$ cat src/rtl/text_writer_pkg.sv
// Text-mode constants shared by the writer, the character counter and the RAM
// wrapper: grid size, fill code, control codes and the writer state encoding.
package text_writer_pkg;

  localparam int unsigned COLS   = 80;
  localparam int unsigned ROWS   = 24;
  localparam int unsigned CHARS  = COLS * ROWS;
  localparam int unsigned ADDR_W = 11;
  localparam logic [7:0]  BLANK  = 8'h20;

  localparam logic [7:0] LF = 8'h0A;
  localparam logic [7:0] CR = 8'h0D;
  localparam logic [7:0] BS = 8'h08;
  localparam logic [7:0] FF = 8'h0C;

  typedef enum logic [1:0] {
    CLEAR_ALL,
    IDLE,
    CLEAR_LINE
  } state_t;

  function automatic logic is_printable(input logic [7:0] c);
    return (c >= 8'h20) && (c <= 8'h7E);
  endfunction

endpackage

$ cat src/rtl/text_writer.sv
// Byte-stream text writer: keeps a cursor on the character grid, interprets
// LF/CR/BS/FF and writes characters and blank fills into the text RAM.
module text_writer #(
  parameter int unsigned COLS  = text_writer_pkg::COLS,
  parameter int unsigned ROWS  = text_writer_pkg::ROWS,
  parameter logic [7:0]  BLANK = text_writer_pkg::BLANK
) (
  input  logic                                CLK,
  input  logic                                RESET,
  input  logic [7:0]                          in_data,
  input  logic                                in_valid,
  output logic                                in_ready,
  output logic                                wr_en,
  output logic [text_writer_pkg::ADDR_W-1:0]  wr_addr,
  output logic [7:0]                          wr_data,
  output logic [text_writer_pkg::ADDR_W-1:0]  cursor_addr
);

  import text_writer_pkg::*;

  localparam logic [ADDR_W-1:0] LAST_ADDR = ADDR_W'(COLS * ROWS - 1);
  localparam logic [ADDR_W-1:0] LINE_STEP = ADDR_W'(COLS);
  localparam logic [6:0]        COL_LAST  = 7'(COLS - 1);
  localparam logic [4:0]        ROW_LAST  = 5'(ROWS - 1);

  state_t              r_state, w_state_nx;
  logic [ADDR_W-1:0]   r_ptr, w_ptr_nx;
  logic [ADDR_W-1:0]   r_base, w_base_nx;
  logic [4:0]          r_row, w_row_nx;
  logic [6:0]          r_col, w_col_nx;
  logic                r_done, w_done_nx;
  logic                r_wr_en, w_wr_en_nx;
  logic [ADDR_W-1:0]   r_wr_addr, w_wr_addr_nx;
  logic [7:0]          r_wr_data, w_wr_data_nx;

  logic                w_accept;
  logic                w_newline;
  logic [ADDR_W-1:0]   w_cursor;
  logic [ADDR_W-1:0]   w_clr_end;

  assign w_cursor  = r_base + ADDR_W'(r_col);
  assign w_accept  = in_valid && in_ready;
  // One clear pointer serves both clear modes; only the end address differs.
  assign w_clr_end = (r_state == CLEAR_ALL) ? LAST_ADDR
                                            : r_base + LINE_STEP - ADDR_W'(1);

  always_comb begin
    w_state_nx   = r_state;
    w_ptr_nx     = r_ptr;
    w_base_nx    = r_base;
    w_row_nx     = r_row;
    w_col_nx     = r_col;
    w_done_nx    = r_done;
    w_wr_en_nx   = 1'b0;
    w_wr_addr_nx = r_wr_addr;
    w_wr_data_nx = r_wr_data;
    w_newline    = 1'b0;

    case (r_state)
      CLEAR_ALL, CLEAR_LINE: begin
        // After the last fill write, one quiet cycle before accepting bytes.
        if (r_done) begin
          w_done_nx  = 1'b0;
          w_state_nx = IDLE;
          if (r_state == CLEAR_ALL) begin
            w_row_nx  = '0;
            w_col_nx  = '0;
            w_base_nx = '0;
          end
        end else begin
          w_wr_en_nx   = 1'b1;
          w_wr_addr_nx = r_ptr;
          w_wr_data_nx = BLANK;
          if (r_ptr == w_clr_end) w_done_nx = 1'b1;
          else                    w_ptr_nx  = r_ptr + ADDR_W'(1);
        end
      end
      IDLE: begin
        if (w_accept) begin
          if (is_printable(in_data)) begin
            w_wr_en_nx   = 1'b1;
            w_wr_addr_nx = w_cursor;
            w_wr_data_nx = in_data;
            if (r_col == COL_LAST) w_newline = 1'b1;
            else                   w_col_nx  = r_col + 7'd1;
          end else begin
            case (in_data)
              LF: w_newline = 1'b1;
              CR: w_col_nx  = '0;
              BS: begin
                if (r_col != 7'd0) begin
                  w_col_nx     = r_col - 7'd1;
                  w_wr_en_nx   = 1'b1;
                  w_wr_addr_nx = w_cursor - ADDR_W'(1);
                  w_wr_data_nx = BLANK;
                end
              end
              FF: begin
                w_row_nx   = '0;
                w_col_nx   = '0;
                w_base_nx  = '0;
                w_ptr_nx   = '0;
                w_state_nx = CLEAR_ALL;
              end
              default: ;
            endcase
          end
        end
      end
      default: w_state_nx = CLEAR_ALL;
    endcase

    // New-line advance: no scrolling, the bottom row wraps to the top.
    if (w_newline) begin
      w_col_nx = '0;
      if (r_row == ROW_LAST) begin
        w_row_nx  = '0;
        w_base_nx = '0;
      end else begin
        w_row_nx  = r_row + 5'd1;
        w_base_nx = r_base + LINE_STEP;
      end
      w_ptr_nx   = w_base_nx;
      w_state_nx = CLEAR_LINE;
    end
  end

  always_ff @(posedge CLK) begin
    if (RESET) begin
      r_state   <= CLEAR_ALL;
      r_ptr     <= '0;
      r_base    <= '0;
      r_row     <= '0;
      r_col     <= '0;
      r_done    <= 1'b0;
      r_wr_en   <= 1'b0;
      r_wr_addr <= '0;
      r_wr_data <= '0;
    end else begin
      r_state   <= w_state_nx;
      r_ptr     <= w_ptr_nx;
      r_base    <= w_base_nx;
      r_row     <= w_row_nx;
      r_col     <= w_col_nx;
      r_done    <= w_done_nx;
      r_wr_en   <= w_wr_en_nx;
      r_wr_addr <= w_wr_addr_nx;
      r_wr_data <= w_wr_data_nx;
    end
  end

  assign in_ready    = (r_state == IDLE) && !RESET;
  assign wr_en       = r_wr_en;
  assign wr_addr     = r_wr_addr;
  assign wr_data     = r_wr_data;
  assign cursor_addr = w_cursor;

endmodule
$ cat config.mk
export PLATFORM = sky130hd
export DESIGN_NAME = text_writer
export DESIGN_NICKNAME = d
export VERILOG_FILES = /design/src/rtl/text_writer_pkg.sv /design/src/rtl/text_writer.sv
export SDC_FILE = /design/constraint.sdc
export NUM_CORES = 1
export LEC_CHECK = 0
export CELL_PAD_IN_SITES_DETAIL_PLACEMENT = 1
export CELL_PAD_IN_SITES_GLOBAL_PLACEMENT = 1
export CORE_MARGIN = 2
export CORE_UTILIZATION = 39
export DETAILED_ROUTE_END_ITERATION = 6
export HOLD_SLACK_MARGIN = 0.12
export MAX_ROUTING_LAYER = met4
export PLACE_DENSITY = 0.88
export SYNTH_ARGS = -nofsm -noshare
export SYNTH_HDL_FRONTEND = slang
export SYNTH_SLANG_ARGS = --single-unit
$ cat constraint.sdc
create_clock -name CLK -period 3.2 [get_ports CLK]
set_input_delay 0.64 -clock CLK [delete_from_list [all_inputs] [get_ports CLK]]
set_output_delay 0.64 -clock CLK [all_outputs]
set_load 0.005 [all_outputs]
==> load_flow_metrics.sql, run 1 <==
INSERT INTO impl_metrics (metric_group, metric, value, unit) VALUES
('synth', 'synthDistinctLibCells', '70', ''),
('cells_and_area', 'drive_above_1_share', '27.50', '%'),
('cells_and_area', 'area.growth.synth_to_final', '40.80', '%'),
('synth', 'avgSynthCellArea', '7.955', 'sq um'),
('grt', 'grt_use_total', '35.35', '%'),
('synth', 'synth_simple_gate_area_share', '26.63', '%'),
('synth', 'compound_cell_area_share_of_the_yosys_netlist', '21.78', '%'),
('die', 'floorplan.die.width', '107.5', 'um'),
('power_and_ir_drop', 'power.density', '297.1', 'nW/um^2'),
('cts', 'insertion_delay', '390', 'ps'),
('sta', 'finalCriticalPeriod', '3777', 'ps'),
('cts', 'cts.path.max_buffers', '2', ''),
('sta', 'clock_skew', '21.94', 'ps'),
('synth', 'synth_edf_count', '0', ''),
('synth', 'ys_async_sr_fraction', '0', '%'),
('drt', 'via_per_inst', '6.925', ''),
('cts', 'tritoncts', 'built', ''),
('synth', 'yosys.area.top_type', 'sky130_fd_sc_hd__dfxtp_1', ''),
('synth', 'synth_xor_area_share', '8.538', '%'),
('hold_path', 'holdCritPathClass', 'register to register', ''),
('synth', 'synthDominantCellAreaShare', '27.32', '%'),
('synth', 'synth_warnings', '0', ''),
('job', 'max_cap_viol_count', '0', ''),
('cells_and_area', 'num_antenna_cells', '0', ''),
('drt', 'vias', '5374', ''),
('die', 'boundaryPins', '43', ''),
('worst_setup_path', 'critical_path.n_buffers_inverters', '5', ''),
('power_and_ir_drop', 'total_leakage_power', '2.303', 'nW'),
('worst_setup_path', 'timing.critical_path.max_delay_family', 'compound AO/OA/AOI/OAI gates', ''),
('cts', 'clock-root-buffer', 'sky130_fd_sc_hd__clkbuf_8', ''),
('placed_design', 'dp_hpwl', '11120', 'um'),
('sta', 'setup_viol', '19', ''),
('synth', 'synth_top_area_cells', 'sky130_fd_sc_hd__dfxtp_1, sky130_fd_sc_hd__nor2_1, sky130_fd_sc_hd__ha_1, sky130_fd_sc_hd__nand2_1, sky130_fd_sc_hd__xnor2_1', ''),
('die', 'starting_density_of_the_core', '40.28', '%'),
('synth', 'main_combinational_cell_family_by_area_after_synthesis', 'simple AND/OR/NAND/NOR gates', ''),
('sta', 'final-max-slew-violation-count', '0', ''),
('synth', 'syn-instance-count', '525', ''),
('worst_setup_path', 'crit_path_max_incr_delay', '630', 'ps'),
('synth', 'post_synth_fa_ha_maj_area_fraction', '5.273', '%'),
('placed_design', 'gpl.final_weighted_congestion', '0.9188', ''),
('drt', 'detail-route-antenna-nets', '0', ''),
('synth', 'post_synth_mux_area_share', '5.303', '%'),
('placed_design', 'dp.cells', '730', ''),
('sta', 'timing.final.hold_violations', '0', ''),
('drt', 'detailedRoute.firstIterationViolations', '694', ''),
('sta', 'setup_repair_after_global_routing_missed_its_margin', 'yes', ''),
('drt', 'routed_wire_length_per_instance', '29.85', 'um'),
('cells_and_area', 'final-instance-count-excl-fill', '776', ''),
('drt', 'detailedRoute.firstPassIterationCount', '5', ''),
('die', 'die_y', '107.5', 'um'),
('outcome', 'run_status', 'complete, but fails checks', ''),
('placed_design', 'port_buffers', '42', ''),
('synth', 'synth-main-ff-cell', 'sky130_fd_sc_hd__dfxtp_1', ''),
('sta', 'maxClockFrequency', '264.7', 'MHz'),
('cts', 'clk_transition_reported_paths', '80', 'ps'),
('die', 'core.rowCount', '37', ''),
('sta', 'slew_headroom', '45.84', '%'),
('synth', 'synth-seq-cells', '57', ''),
('cts', 'numCtsBuffers', '9', ''),
('sta', 'post-route-worst-setup-slack', '-577.5', 'ps'),
('worst_setup_path', 'critical_path_peak_fanout', '6', ''),
('worst_setup_path', 'cp-start-kind', 'register', ''),
('grt', 'grt_max_degree', '62', ''),
('worst_setup_path', 'worstPathArrival', '4040', 'ps'),
('worst_setup_path', 'ff2ff_setup_slack', '-580', 'ps'),
('worst_setup_path', 'worst_ep_required_time', '3460', 'ps'),
('cts', 'clock-sinks', '57', ''),
('die', 'coreArea', '10370', 'sq um'),
('cts', 'cts-htree-levels', '3', ''),
('cells_and_area', 'final_net_count', '663', ''),
('outcome', 'violations', 'negative setup slack', '');
==> repair_timing <==
item | 4_1_cts | 5_1_grt
hold buffers | 0 | 0
gates resized for setup | 46 | 45
pin swaps | 18 | 24
setup buffers | 21 | 12
endpoints found under the setup margin | 19 | 26
cloned | 1 | 0
==> final cells by class <==
type | instances | area [sq um]
fillers | 1196 | 4489
multi-input cells | 421 | 3084
repair buffers | 128 | 1161
flip-flops and latches | 57 | 1156
well taps | 136 | 170.2
clock buffers | 12 | 165.2
clock inverters | 4 | 73.82
inverters | 18 | 70.07
==> flip-flops by register name (all words and copies together), names as in the netlist <==
signal / flops
r_base: 11
r_ptr: 11
wr_addr: 11
wr_data: 8
r_col: 7
r_row: 5
r_state: 2
r_done: 1
wr_en: 1
==> routing by layer <==
layer | wire, um | GRT usage [%] | up-vias
li1 | - | - | 2117
met1 | 8241 | 40.83 | 2621
met2 | 10590 | 58.04 | 432
met3 | 2367 | 6.719 | 204
met4 | 1969 | 18.96 | 0
met5 | 0 | - | -
==> cell usage in the layout, fill, tap and decap left out, types with 8 or more instances in the layout <==
master,count
sky130_fd_sc_hd__xor2_1,15
sky130_fd_sc_hd__nand2_1,45
sky130_fd_sc_hd__nor2b_1,11
sky130_fd_sc_hd__dfxtp_1,49
sky130_fd_sc_hd__nor2_1,63
sky130_fd_sc_hd__a21oi_1,29
sky130_fd_sc_hd__buf_6,10
sky130_fd_sc_hd__ha_1,10
sky130_fd_sc_hd__nand3_1,21
sky130_fd_sc_hd__mux2_4,9
sky130_fd_sc_hd__inv_1,14
sky130_fd_sc_hd__mux2i_1,8
sky130_fd_sc_hd__a22oi_1,17
sky130_fd_sc_hd__buf_4,72
sky130_fd_sc_hd__clkbuf_8,12
sky130_fd_sc_hd__clkdlybuf4s50_1,35
sky130_fd_sc_hd__and2_1,9
sky130_fd_sc_hd__nor3_1,11
sky130_fd_sc_hd__or3_1,8
sky130_fd_sc_hd__o21ai_0,15
sky130_fd_sc_hd__xnor2_1,16
sky130_fd_sc_hd__nand2b_1,8
==> worst register-to-register path, delay by kind of cell (launching register included) <==
family	cells	cell delay, ps
fa+ha+maj	1	210
flops	1	360
buf+inv	5	570
compound gates	5	1640
mux	1	300
simple gates	1	570
==> synth_stat cells (9+ instances only) <==
cell / n
sky130_fd_sc_hd__a21oi_1: 32
sky130_fd_sc_hd__a22oi_1: 17
sky130_fd_sc_hd__and2_1: 12
sky130_fd_sc_hd__clkbuf_1: 21
sky130_fd_sc_hd__dfxtp_1: 57
sky130_fd_sc_hd__ha_1: 16
sky130_fd_sc_hd__inv_1: 18
sky130_fd_sc_hd__mux2i_1: 9
sky130_fd_sc_hd__nand2_1: 45
sky130_fd_sc_hd__nand3_1: 21
sky130_fd_sc_hd__nor2_1: 66
sky130_fd_sc_hd__nor2b_1: 12
sky130_fd_sc_hd__nor3_1: 11
sky130_fd_sc_hd__o21ai_0: 17
sky130_fd_sc_hd__or3_1: 9
sky130_fd_sc_hd__xnor2_1: 19
sky130_fd_sc_hd__xor2_1: 16
==> per-stage QoR <==
stage          hold WS [ps]  util (%)  setup TNS (ps)  total power (W)  setup slack, ps
2_1_floorplan         448.3         -               0        0.0008017            89.56
3_3_place_gp          442.4     48.79          -20.26        0.0008558           -20.26
3_5_place_dp          453.4     48.79          -292.8        0.0008608           -163.2
4_1_cts               462.9     54.21          -716.6         0.001695           -105.3
5_1_grt               494.9     56.71           -6698         0.001773           -519.5
6_report              484.8     56.71           -7110         0.001747           -577.5
==> power by group <==
| group | switching, W | internal (W) | leakage (nW) |
|---|---|---|---|
| Sequential | 0.00000830 | 0.000714 | 0.465 |
| Clock | 0.000377 | 0.000503 | 0.123 |
| Combinational | 0.0000866 | 0.0000581 | 1.72 |
| Total | 0.000472 | 0.00128 | 2.30 |
==> cells by family (layout without fill, tap and decap cells) <==
kind of cell | count (synthesis) | after routing
buffers and inverters | 47 | 162
xor gates and xnor gates | 37 | 37
and+or+nand+nor | 221 | 221
AOI/OAI and AO/OA | 128 | 128
DFF | 57 | 57
adders and majority gates | 17 | 17
muxes | 18 | 18
==> final timing paths <==
kind | depth (start not counted) | endpoint
min | 1 | wr_data[7]
min reg2reg | 1 | wr_data[7]
max reg2reg | 13 | r_ptr[0]
max | 13 | r_ptr[0]
Note: power is estimated with default switching activity, not from simulation.
==> run 2: changes to the inputs <==
--- a/config.mk
+++ b/config.mk
@@ -9,10 +9,12 @@
 export CELL_PAD_IN_SITES_GLOBAL_PLACEMENT = 1
 export CORE_MARGIN = 2
 export CORE_UTILIZATION = 39
+export CTS_BUF_LIST = sky130_fd_sc_hd__clkbuf_16
+export CTS_CLUSTER_DIAMETER = 50
 export DETAILED_ROUTE_END_ITERATION = 6
 export HOLD_SLACK_MARGIN = 0.12
 export MAX_ROUTING_LAYER = met4
-export PLACE_DENSITY = 0.88
+export PLACE_DENSITY_LB_ADDON = 0.05
 export SYNTH_ARGS = -nofsm -noshare
 export SYNTH_HDL_FRONTEND = slang
 export SYNTH_SLANG_ARGS = --single-unit
==> run 2 against run 1 <==
Net effect:
- clock power up 23%
- the flow now finishes without violations
- non-clock buffer count shrank 9
- via count fell by 19%
- largest power group unchanged
- total power grew 10%
- first-iteration DRC count decreased by 74%
- sequential share of layout area increased by 0.50 points
- highest routed layer unchanged
- worst hold slack got worse by 32 ps
- fmax up 20%
- setup slack better by 630 ps
- routed wire length down 34%
==> load_flow_metrics.sql, run 2 (synthesis gave the netlist of run 1 again) <==
INSERT INTO impl_metrics (metric_group, metric, value, unit) VALUES
('worst_setup_path', 'slowest_stage', 'sky130_fd_sc_hd__or4_4', ''),
('sta', 'final-max-slew-violation-count', '0', ''),
('outcome', 'run_status', 'completed', ''),
('die', 'coreArea', '10370', 'sq um'),
('job', 'max_cap_viol_count', '0', ''),
('drt', 'routed_wirelength', '15180', 'um'),
('worst_setup_path', 'cp-start-kind', 'register', ''),
('worst_setup_path', 'critical_path_peak_fanout', '5', ''),
('drt', 'routed_wire_length_per_instance', '19.80', 'um'),
('placed_design', 'dp_hpwl', '10970', 'um'),
('die', 'boundaryPins', '43', ''),
('sta', 'slew_headroom', '56.58', '%'),
('power_and_ir_drop', 'power.density', '336.0', 'nW/um^2'),
('power_and_ir_drop', 'sw_pwr', '0.0004610', 'W'),
('cts', 'clock-root-buffer', 'sky130_fd_sc_hd__clkbuf_16', ''),
('sta', 'finalCriticalPeriod', '3149', 'ps'),
('sta', 'final_worst_path_period_share', '98.42', '%'),
('worst_setup_path', 'worstPathArrival', '3380', 'ps'),
('cells_and_area', 'final_net_count', '654', ''),
('power_and_ir_drop', 'seqPwrFrac', '37.4', '%'),
('die', 'fp.dieArea', '11550', 'sq um'),
('grt', 'grt_pass1_vias', '4537', ''),
('cts', 'post_cts_hold_buffer_count', '0', ''),
('cells_and_area', 'num_antenna_cells', '0', ''),
('power_and_ir_drop', 'max-vdd-ir-drop', '0.1872', 'mV'),
('cells_and_area', 'area.growth.synth_to_final', '36.88', '%'),
('die', 'floorplan.die.width', '107.5', 'um'),
('power_and_ir_drop', 'clockPowerShare', '56.0', '%'),
('cts', 'clk_transition_reported_paths', '60', 'ps'),
('cts', 'tritoncts', 'built', ''),
('worst_setup_path', 'cp_cell_sequence', 'inv_2, ha_4, nor3b_4, buf_4, mux2i_4, xnor2_2, a2111oi_4, o211ai_1, or4_4, o2bb2ai_4, bufbuf_16, mux2_4', ''),
('grt', 'antenna_found_initial', '0', ''),
('hold_path', 'holdCritPathClass', 'register to register', ''),
('cts', 'numCtsBuffers', '9', ''),
('cts', 'cts-htree-levels', '3', ''),
('die', 'die_y', '107.5', 'um'),
('grt', 'grt_max_degree', '62', ''),
('sta', 'maxClockFrequency', '317.5', 'MHz'),
('worst_setup_path', 'crit_path_end_kind', 'register', ''),
('power_and_ir_drop', 'internal_power', '0.001460', 'W'),
('placed_design', 'port_buffers', '42', ''),
('cells_and_area', 'mostFrequentLayoutCell', 'sky130_fd_sc_hd__buf_4', ''),
('power_and_ir_drop', 'total_leakage_power', '2.311', 'nW'),
('worst_setup_path', 'crit_type', 'register to register', ''),
('die', 'core.rowCount', '37', ''),
('die', 'starting_density_of_the_core', '40.28', '%'),
('worst_setup_path', 'worst_ep_required_time', '3430', 'ps'),
('worst_setup_path', 'timing.critical_path.max_delay_family', 'simple AND/OR/NAND/NOR gates', ''),
('cells_and_area', 'layout.core_utilization', '55.13', '%'),
('cts', 'cts.path.max_buffers', '2', ''),
('sta', 'post-route-worst-setup-slack', '50.61', 'ps'),
('power_and_ir_drop', 'sw_frac_of_total', '24.00', '%'),
('cells_and_area', 'most-common-layout-cells', 'sky130_fd_sc_hd__buf_4, sky130_fd_sc_hd__nor2_1, sky130_fd_sc_hd__dfxtp_1, sky130_fd_sc_hd__nand2_1, sky130_fd_sc_hd__clkdlybuf4s50_1', ''),
('grt', 'grt_use_total', '27.03', '%'),
('drt', 'via_per_inst', '5.656', ''),
('drt', 'drc', '0', ''),
('sta', 'setup_repair_after_global_routing_missed_its_margin', 'yes', ''),
('grt', 'first_pass_grt_wire_length', '23670', 'um'),
('drt', 'vias', '4338', ''),
('placed_design', 'pre_cts_ws', '-195.9', 'ps'),
('cts', 'insertion_delay', '340', 'ps'),
('cts', 'clock-sinks', '57', ''),
('drt', 'detailedRoute.firstIterationViolations', '180', ''),
('drt', 'detail-route-antenna-nets', '0', ''),
('sta', 'clock_skew', '10.16', 'ps'),
('drt', 'detailedRoute.firstPassIterationCount', '4', ''),
('worst_setup_path', 'critical_path.n_buffers_inverters', '3', ''),
('sta', 'worst-slew-pin-transition', '651.3', 'ps'),
('grt', 'global_route_congestion_overflow_total', '0', ''),
('sta', 'setup_tns_final', '0', 'ps'),
('sta', 'fin_worst_hold_slack', '453.2', 'ps'),
('worst_setup_path', 'crit_path_max_incr_delay', '520', 'ps'),
('cells_and_area', 'drive_above_1_share', '22.82', '%'),
('sta', 'setup_viol', '0', ''),
('power_and_ir_drop', 'totalPowerFinal', '0.001921', 'W'),
('power_and_ir_drop', 'comb_power_share', '6.6', '%'),
('placed_design', 'gpl.final_weighted_congestion', '0.8827', ''),
('sta', 'timing.final.hold_violations', '0', '');
==> run 2: changes by cell type in the layout (fill, tap and decap cells not counted), sizes merged <==
cell	delta
bufbuf	+1
clkbuf	-4
inv	+2
clkinvlp	+1
dlymetal6s2s	+2
buf	-11
==> run 2: cell type report <==
cell class                 instances  area [sq um]
fill                            1243          4653
multi-input combinational        421          2947
sequential                        57          1152
timing repair buffer             119          1052
clock buffer                       9         225.2
tap                              136         170.2
clock inverter                     7         102.6
inverter                          18         67.56
==> run 2: repair_timing <==
item,4_1_cts,5_1_grt
setup buffers,7,8
pin swaps,7,16
gates cloned,1,0
gates resized for setup,20,31
endpoints found under the setup margin,9,16
==> run 2: power groups by stage <==
stage               logic (W)  clock network (W)  registers [W]
finish               0.000126            0.00108       0.000719
global route         0.000137            0.00113       0.000720
CTS                  0.000125            0.00109       0.000721
detailed placement   0.000124                  0       0.000737
global placement     0.000121                  0       0.000736
floorplan           0.0000638                  0       0.000738
==> run 2: path summary, 6_finish.rpt <==
check | from | end | slack (ps) | cells past startpoint
setup / recovery | r_base[1] | r_ptr[1] | 50 | 12
hold / removal | wr_data[6] | wr_data[6] | 450 | 2
setup reg to reg | r_base[1] | r_ptr[1] | 50 | 12
hold reg to reg | wr_data[6] | wr_data[6] | 450 | 2
==> run 2: metrics by stage <==
step	cell area [sq um]	cells
after floorplan	4177	525
after global routing	5717	767
after CTS	5542	759
after global placement	5097	735
after detailed placement	5097	735
final	5717	767
==> run 2: metal layers <==
layer	GRT usage [%]	part of all wire, %	up-vias
met5	-	0	-
li1	-	-	2098
met2	43.22	49	63
met4	9.524	2.2	0
met1	34.97	46	2152
met3	3.814	2.7	25
==> run 2: worst min-delay path: stages, from the launching register on <==
cell	delay (ps)
sky130_fd_sc_hd__dfxtp_1	310
sky130_fd_sc_hd__nand2_1	50
sky130_fd_sc_hd__a21oi_1	50
